===== src/rtl/serial_byte_rx_if.sv =====
// Bundle of serial receiver signals
//   rx          serial line into the receiver (idle high)
//   data_out    last received byte, [0] is the first data bit on the line
//   data_valid  one-cycle pulse when data_out and the error flags update
//   parity_err  parity mismatch on the last frame
//   frame_err   stop bit of the last frame sampled low
//   busy        receiver is not idle
// master: the side that drives the line and consumes the results
// slave : the receiver itself
interface serial_byte_rx_if;
    logic       rx;
    logic [0:7] data_out;
    logic       data_valid;
    logic       parity_err;
    logic       frame_err;
    logic       busy;

    modport master (
        output rx,
        input  data_out, data_valid, parity_err, frame_err, busy
    );

    modport slave (
        input  rx,
        output data_out, data_valid, parity_err, frame_err, busy
    );
endinterface


===== src/rtl/serial_byte_rx.sv =====
// Serial byte receiver feeding the byte parity checker.
// Frame on the line: start(0), 8 data bits (bit 0 first), parity, stop(1).
// Ports
//   clk    system clock, rising edge
//   rst_n  asynchronous active-low reset
//   bus    serial_byte_rx_if.slave: rx in; data_out, data_valid,
//          parity_err, frame_err, busy out
//
// state  | meaning
// IDLE   | line idle, waiting for rx_s low
// START  | confirm start bit at its centre (glitch filter)
// DATA   | sample 8 data bits at bit centres
// PARITY | sample parity bit
// STOP   | sample stop bit, publish byte and flags
// BREAK  | stop bit was low; wait for line to return high
module serial_byte_rx #(
    parameter int CLKS_PER_BIT = 16,
    parameter int PARITY_ODD   = 0
) (
    input  logic            clk,
    input  logic            rst_n,
    serial_byte_rx_if.slave bus
);
    localparam int CNT_W = $clog2(CLKS_PER_BIT);
    localparam logic [CNT_W-1:0] CNT_LAST = CNT_W'(CLKS_PER_BIT - 1);
    localparam logic [CNT_W-1:0] CNT_HALF = CNT_W'(CLKS_PER_BIT / 2 - 1);
    localparam logic             PAR_SENSE = (PARITY_ODD != 0);

    typedef enum logic [2:0] {
        IDLE   = 3'd0,
        START  = 3'd1,
        DATA   = 3'd2,
        PARITY = 3'd3,
        STOP   = 3'd4,
        BREAK  = 3'd5
    } state_t;

    state_t           state;
    logic [CNT_W-1:0] cnt;
    logic [2:0]       idx;
    logic [0:7]       shift_reg;
    logic             par_bit;
    logic             rx_m;
    logic             rx_s;

    // Synchronizer resets to the idle line level so reset release never
    // looks like a start edge.
    always_ff @(posedge clk or negedge rst_n) begin
        if (!rst_n) begin
            rx_m <= 1'b1;
            rx_s <= 1'b1;
        end else begin
            rx_m <= bus.rx;
            rx_s <= rx_m;
        end
    end

    always_ff @(posedge clk or negedge rst_n) begin
        if (!rst_n) begin
            state          <= IDLE;
            cnt            <= '0;
            idx            <= '0;
            shift_reg      <= '0;
            par_bit        <= 1'b0;
            bus.data_out   <= '0;
            bus.data_valid <= 1'b0;
            bus.parity_err <= 1'b0;
            bus.frame_err  <= 1'b0;
            bus.busy       <= 1'b0;
        end else begin
            bus.data_valid <= 1'b0;
            case (state)
                IDLE: begin
                    if (!rx_s) begin
                        state    <= START;
                        cnt      <= '0;
                        bus.busy <= 1'b1;
                    end
                end
                START: begin
                    if (cnt == CNT_HALF) begin
                        cnt <= '0;
                        if (!rx_s) begin
                            state <= DATA;
                            idx   <= '0;
                        end else begin
                            state    <= IDLE;
                            bus.busy <= 1'b0;
                        end
                    end else begin
                        cnt <= cnt + CNT_W'(1);
                    end
                end
                DATA: begin
                    if (cnt == CNT_LAST) begin
                        cnt            <= '0;
                        shift_reg[idx] <= rx_s;
                        if (idx == 3'd7) state <= PARITY;
                        else             idx   <= idx + 3'd1;
                    end else begin
                        cnt <= cnt + CNT_W'(1);
                    end
                end
                PARITY: begin
                    if (cnt == CNT_LAST) begin
                        cnt     <= '0;
                        par_bit <= rx_s;
                        state   <= STOP;
                    end else begin
                        cnt <= cnt + CNT_W'(1);
                    end
                end
                STOP: begin
                    if (cnt == CNT_LAST) begin
                        cnt            <= '0;
                        bus.data_out   <= shift_reg;
                        bus.data_valid <= 1'b1;
                        bus.parity_err <= (((^shift_reg) ^ par_bit) != PAR_SENSE);
                        bus.frame_err  <= ~rx_s;
                        // A low stop bit parks in BREAK so a held-low line
                        // cannot be mistaken for the next start bit.
                        if (rx_s) begin
                            state    <= IDLE;
                            bus.busy <= 1'b0;
                        end else begin
                            state <= BREAK;
                        end
                    end else begin
                        cnt <= cnt + CNT_W'(1);
                    end
                end
                BREAK: begin
                    if (rx_s) begin
                        state    <= IDLE;
                        bus.busy <= 1'b0;
                    end
                end
                default: begin
                    state    <= IDLE;
                    cnt      <= '0;
                    bus.busy <= 1'b0;
                end
            endcase
        end
    end
endmodule


===== src/flat_wrapper.sv =====
// flat-port wrapper written by rule: the top's interface ports become plain ports
module serial_byte_rx_flat 
#(
    parameter int CLKS_PER_BIT = 16,
    parameter int PARITY_ODD   = 0
)
  (clk, rst_n, bus_rx, bus_data_out, bus_data_valid, bus_parity_err, bus_frame_err, bus_busy);
  serial_byte_rx_if bus_i ();
  input  logic clk;
  input  logic rst_n;
  input wire logic [$bits(bus_i.rx)-1:0] bus_rx;
  output wire logic [$bits(bus_i.data_out)-1:0] bus_data_out;
  output wire logic [$bits(bus_i.data_valid)-1:0] bus_data_valid;
  output wire logic [$bits(bus_i.parity_err)-1:0] bus_parity_err;
  output wire logic [$bits(bus_i.frame_err)-1:0] bus_frame_err;
  output wire logic [$bits(bus_i.busy)-1:0] bus_busy;
  assign bus_i.rx = bus_rx;
  assign bus_data_out = bus_i.data_out;
  assign bus_data_valid = bus_i.data_valid;
  assign bus_parity_err = bus_i.parity_err;
  assign bus_frame_err = bus_i.frame_err;
  assign bus_busy = bus_i.busy;
  serial_byte_rx #(.CLKS_PER_BIT(CLKS_PER_BIT), .PARITY_ODD(PARITY_ODD)) u_core (.clk(clk), .rst_n(rst_n), .bus(bus_i));
endmodule

===== config.mk =====
export PLATFORM = sky130hd
export DESIGN_NAME = serial_byte_rx_flat
export DESIGN_NICKNAME = d
export VERILOG_FILES = /design/src/rtl/serial_byte_rx_if.sv /design/src/rtl/serial_byte_rx.sv /design/src/flat_wrapper.sv
export SDC_FILE = /design/constraint.sdc
export NUM_CORES = 1
export LEC_CHECK = 0
export CORE_MARGIN = 1.5
export CORE_UTILIZATION = 40
export CTS_CLUSTER_SIZE = 20
export DETAILED_ROUTE_END_ITERATION = 10
export REMOVE_ABC_BUFFERS = 1
export SLEW_MARGIN = 0
export SYNTH_ARGS = -nofsm -noshare
export SYNTH_HDL_FRONTEND = slang
export SYNTH_SLANG_ARGS = --single-unit

===== constraint.sdc =====
create_clock -name clk -period 2.03 [get_ports clk]
set_input_delay 0.3045 -clock clk [delete_from_list [all_inputs] [get_ports clk]]
set_output_delay 0.3045 -clock clk [all_outputs]
set_load 0.03 [all_outputs]

==> results.json, run 1 <==
{
  "leakage_nw": 0.910,
  "dieArea_um2": 4640,
  "powerDensity_nw_per_um2": 1110,
  "grt_max_degree": 34,
  "portBuffers": 14,
  "final_antenna_net_count": 0,
  "htree_levels": 2,
  "cp_common_cell": "ha_1",
  "outcome": "complete, no violations",
  "hold_viol": 0,
  "syn-cell-area_um2": 1700,
  "grt_pass1_vias": 1185,
  "grt_overflow": 0,
  "slew_violations": 0,
  "syn_area_per_cell_um2": 11.2,
  "fin_crit_ns": 1.79,
  "power_mw": 2.21,
  "ys_seq_elements": 33,
  "timing.fmax_mhz": 558,
  "cap_violations": 0,
  "syn_inst": 152,
  "crit_type": "flip-flop to flip-flop",
  "synth_edf_count": 0,
  "core_area_um2": 4030,
  "worst_slew_pin_slew_ns": 0.491,
  "whs_path_depth": 0,
  "cts_max_path_buffers": 2,
  "wl_per_cell_um": 15.0,
  "hpwl_mm": 2.28,
  "r2r_cells": 5,
  "cp_slowest_stage_delay_ns": 0.43,
  "final_cell_mix": "31 x dfrtp_1, 15 x mux2_2, 14 x clkdlybuf4s50_1",
  "yosysUniqueCellTypes": 48,
  "min_path_type": "flip-flop to flip-flop",
  "critPathCaptureType": "flip-flop",
  "pin_count": 15,
  "final_layout_size_suffix_gt1_frac": 0.205,
  "holdBufCountCts": 0,
  "cts_setup_buffers": 0,
  "routed_via_density": 5.42,
  "start_util": 0.421,
  "cts_tree": "built",
  "finalCritPeriodShare": 0.883,
  "postPlaceCellArea_um2": 1880,
  "dp_cells": 213,
  "cts.sinks": 33,
  "utilization": 0.495,
  "drtIter0Drc": 44,
  "die_h_um": 68.1,
  "num_vias": 1198,
  "arrival_ns": 1.96,
  "skew_ns": 0.00358,
  "diodes": 0,
  "final_cell_area_um2": 2000,
  "row_count": 23,
  "yosysSeqAreaShare": 0.489,
  "required_ns": 2.20,
  "ys.flop_type": "dfrtp_1",
  "cp_slowest_cell": "dfrtp_1",
  "fin_nets": 176,
  "numCtsBuffers": 5,
  "pre_cts_ws_ns": 0.276,
  "drc": 0,
  "routed_wl_mm": 3.32,
  "startpoint_type": "flip-flop",
  "layoutNonFillerInstCount": 221,
  "clockRootBuffer": "clkbuf_8",
  "gp_congestion": 0.896,
  "cp_cell_sequence": "ha_1, ha_1, nor4b_1, o21ai_2, mux2_2",
  "setup_violations": 0,
  "clk_latency_ns": 0.28,
  "rsz0062_at_grt": "no",
  "path_max_fanout": 6,
  "tns_ns": 0,
  "grt_pass1_wl_mm": 5.56,
  "timing.final.ws_setup_ns": 0.237,
  "synthArstFlopShare": 1.00,
  "areaGrowthSynthToFinish_pct": 17.7,
  "hold_ws_ns": 0.358,
  "die_w_um": 68.1,
  "grt_usage": 0.167,
  "cts_resized": 0,
  "slew_headroom": 0.669,
  "dr.pass1.iters": 4,
  "peakVddDrop_uv": 526,
  "layout_commonest_cell": "dfrtp_1",
  "antenna_found_initial": 0,
  "ys_warn_count": 0,
  "clk_pin_slew_ns": 0.07
}
## per-layer routing
metal,up-vias,track usage,routed length (um)
met5,-,0,0
met4,0,0.0725,25
met3,2,0.0543,129
met2,23,0.251,1600
met1,593,0.218,1560
li1,580,-,-
## area by class of cell
class | count | area (um2)
fill | 349 | 2030
sequential | 33 | 828
multi-input combinational | 106 | 796
timing repair buffer | 18 | 170
clock buffer | 7 | 86.3
tap | 50 | 62.6
clock inverter | 1 | 30.0
inverter | 6 | 22.5
## synth_stat cells (2+ instances only)
cell type  number  area (um2)
and3_1          2        12.5
nand3_1         6        30.0
ha_1            3        37.5
nor3_1          5        25.0
buf_2           3        15.0
nor2_1          7        26.3
dfrtp_1        31         776
mux2i_1         2        20.0
nand3b_1        2        15.0
nand2_1        10        37.5
a31oi_1         3        18.8
xnor2_1         5        43.8
a21oi_1         8        40.0
dfstp_2         2        52.6
o21ai_0         6        30.0
inv_1           6        22.5
o21a_1          2        15.0
mux2_1          3        33.8
a211oi_1        2        15.0
buf_6           2        22.5
mux2_2         15         169
## logic make-up after synthesis
logic type	count (synthesis)	share of synthesized area
AOI/OAI and AO/OA	31	0.118
xor gates and xnor gates	7	0.0443
adders and majority gates	3	0.0221
buffers and inverters	13	0.0421
DFF	33	0.489
muxes	21	0.140
and+or+nand+nor	44	0.145
## worst max-delay path: cells and delay by family (launching register included)
family                   cells  cell delay (ns)
flip-flops                   1             0.43
multiplexers                 1             0.29
AO/OA/AOI/OAI                1             0.14
AND/OR/NAND/NOR              1             0.36
adder cells (fa/ha/maj)      2             0.45
## power breakdown
part | switching [mW] | internal, mW | leakage [nW]
clock | 0.231 | 0.400 | 0.0585
sequential | 0.119 | 0.756 | 0.440
combinational | 0.378 | 0.325 | 0.411
total | 0.729 | 1.48 | 0.910
## path summary, 6_finish.rpt
kind,endpoint,from,slack [ns]
worst max-delay path,u_core.idx[0],u_core.idx[0],0.24
worst min-delay path,u_core.rx_s,u_core.rx_m,0.36
worst max register to register,u_core.idx[0],u_core.idx[0],0.24
worst min register to register,u_core.rx_s,u_core.rx_m,0.36
max in group asynchronous,u_core.rx_m,rst_n,1.27
min in group asynchronous,u_core.shift_reg[3],rst_n,0.43
(Power assumes the default switching activity.)
==> run 2: changes to the inputs <==
Settings changed: CTS_CLUSTER_SIZE 20 to 16, RECOVER_POWER from default to 100.
==> run 2 against run 1 <==
  * Largest power group unchanged
  * Register-to-register slack barely moved
  * Global-route usage did not move
  * Die area did not move
  * Worst hold slack barely moved
  * Highest routed layer unchanged
==> results.json, run 2 (synthesis gave the netlist of run 1 again) <==
{
  "fin_nets": 176,
  "cts_resized": 0,
  "skew_ns": 0.00320,
  "required_ns": 2.20,
  "arrival_ns": 1.95,
  "path_max_fanout": 7,
  "dr.pass1.iters": 4,
  "crit_type": "flip-flop to flip-flop",
  "power_mw": 2.20,
  "cp_slowest_stage_delay_ns": 0.44,
  "critPathCaptureType": "flip-flop",
  "timing.final.ws_setup_ns": 0.246,
  "final_layout_size_suffix_gt1_frac": 0.193,
  "pin_count": 15,
  "rsz0062_at_grt": "no",
  "nFillCells": 353,
  "clk_pin_slew_ns": 0.07,
  "clk_latency_ns": 0.28,
  "routed_wl_mm": 3.32,
  "final_cell_mix": "31 x dfrtp_1, 15 x mux2_2, 14 x dlygate4sd3_1",
  "diodes": 0,
  "layout_commonest_cell": "dfrtp_1",
  "min_path_type": "flip-flop to flip-flop",
  "dieArea_um2": 4640,
  "leakage_nw": 0.952,
  "pre_cts_ws_ns": 0.276,
  "tns_ns": 0,
  "die_h_um": 68.1,
  "utilization": 0.493,
  "finalCritPeriodShare": 0.879,
  "wl_per_cell_um": 15.0,
  "cap_violations": 0,
  "grt_pass1_wl_mm": 5.56,
  "final_cell_area_um2": 1980,
  "numCtsBuffers": 5,
  "portBuffers": 14,
  "start_util": 0.421,
  "drtIter0Drc": 39,
  "cp_common_cell": "ha_1",
  "cts_max_path_buffers": 2,
  "grt_pass1_vias": 1185,
  "layoutNonFillerInstCount": 221,
  "clockRootBuffer": "clkbuf_8",
  "slew_headroom": 0.468,
  "cts.sinks": 33,
  "timing.fmax_mhz": 560,
  "outcome": "complete, no violations",
  "powerDensity_nw_per_um2": 1110,
  "htree_levels": 2,
  "num_vias": 1202,
  "routed_via_density": 5.44,
  "setup_violations": 0,
  "hpwl_mm": 2.28,
  "antenna_found_initial": 0,
  "dp_cells": 213,
  "grt_overflow": 0,
  "cts_tree": "built",
  "cp_cell_sequence": "ha_1, ha_1, nor4b_1, o21ai_2, mux2_2",
  "cp_slowest_cell": "dfrtp_1",
  "final_antenna_net_count": 0,
  "peakVddDrop_uv": 525,
  "core_area_um2": 4030,
  "row_count": 23,
  "hold_viol": 0,
  "slew_violations": 0,
  "postPlaceCellArea_um2": 1880,
  "startpoint_type": "flip-flop",
  "areaGrowthSynthToFinish_pct": 17.0,
  "hold_ws_ns": 0.358,
  "holdBufCountCts": 0,
  "grt_usage": 0.167,
  "cts_setup_buffers": 0,
  "die_w_um": 68.1,
  "drc": 0,
  "gp_congestion": 0.896,
  "grt_max_degree": 34,
  "fin_crit_ns": 1.78,
  "worst_slew_pin_slew_ns": 0.798
}
[run 2: cell count changes in the layout (fill, tap and decap cells not counted), sizes merged]
cell           before  now
clkbuf              7    8
clkdlybuf4s50      14    0
buf                 4    3
dlygate4sd3         0   14
[run 2: path summary, 6_finish.rpt]
| path | startpoint | end | slack [ns] | depth (start not counted) |
|---|---|---|---|---|
| setup / recovery | u_core.idx[1] | u_core.idx[0] | 0.25 | 5 |
| hold / removal | u_core.rx_m | u_core.rx_s | 0.36 | 0 |
| setup reg to reg | u_core.idx[1] | u_core.idx[0] | 0.25 | 5 |
| hold reg to reg | u_core.rx_m | u_core.rx_s | 0.36 | 0 |
| max in group asynchronous | rst_n | u_core.cnt[2] | 0.89 | 2 |
| min in group asynchronous | rst_n | u_core.shift_reg[3] | 0.64 | 2 |
[run 2: worst max-delay path, delay by kind of cell (launching register included)]
kind / cells / cell delay (ns)
DFF: 1 / 0.44
and+or+nand+nor: 1 / 0.36
AOI/OAI and AO/OA: 1 / 0.14
muxes: 1 / 0.29
adders and majority gates: 2 / 0.43
[run 2: cell type report]
cell class / count / area (um2) / share of cell area
Clock buffer: 7 / 86.3 / 0.0435
Clock inverter: 1 / 30.0 / 0.0151
Inverter: 6 / 22.5 / 0.0113
Multi-Input combinational cell: 106 / 787 / 0.397
Sequential cell: 33 / 828 / 0.417
Tap cell: 50 / 62.6 / 0.0315
Timing Repair Buffer: 18 / 168 / 0.0845
[run 2: metal layers]
layer / global-route usage / vias to the layer above / part of all wire
li1: - / 582 / -
met5: 0 / - / 0
met1: 0.218 / 593 / 0.47
met3: 0.0543 / 2 / 0.039
met4: 0.0725 / 0 / 0.0075
met2: 0.251 / 25 / 0.48
[run 2: where the power goes]
group          switching, mW  internal (mW)
clock                  0.231          0.400
sequential             0.118          0.756
combinational          0.377          0.319
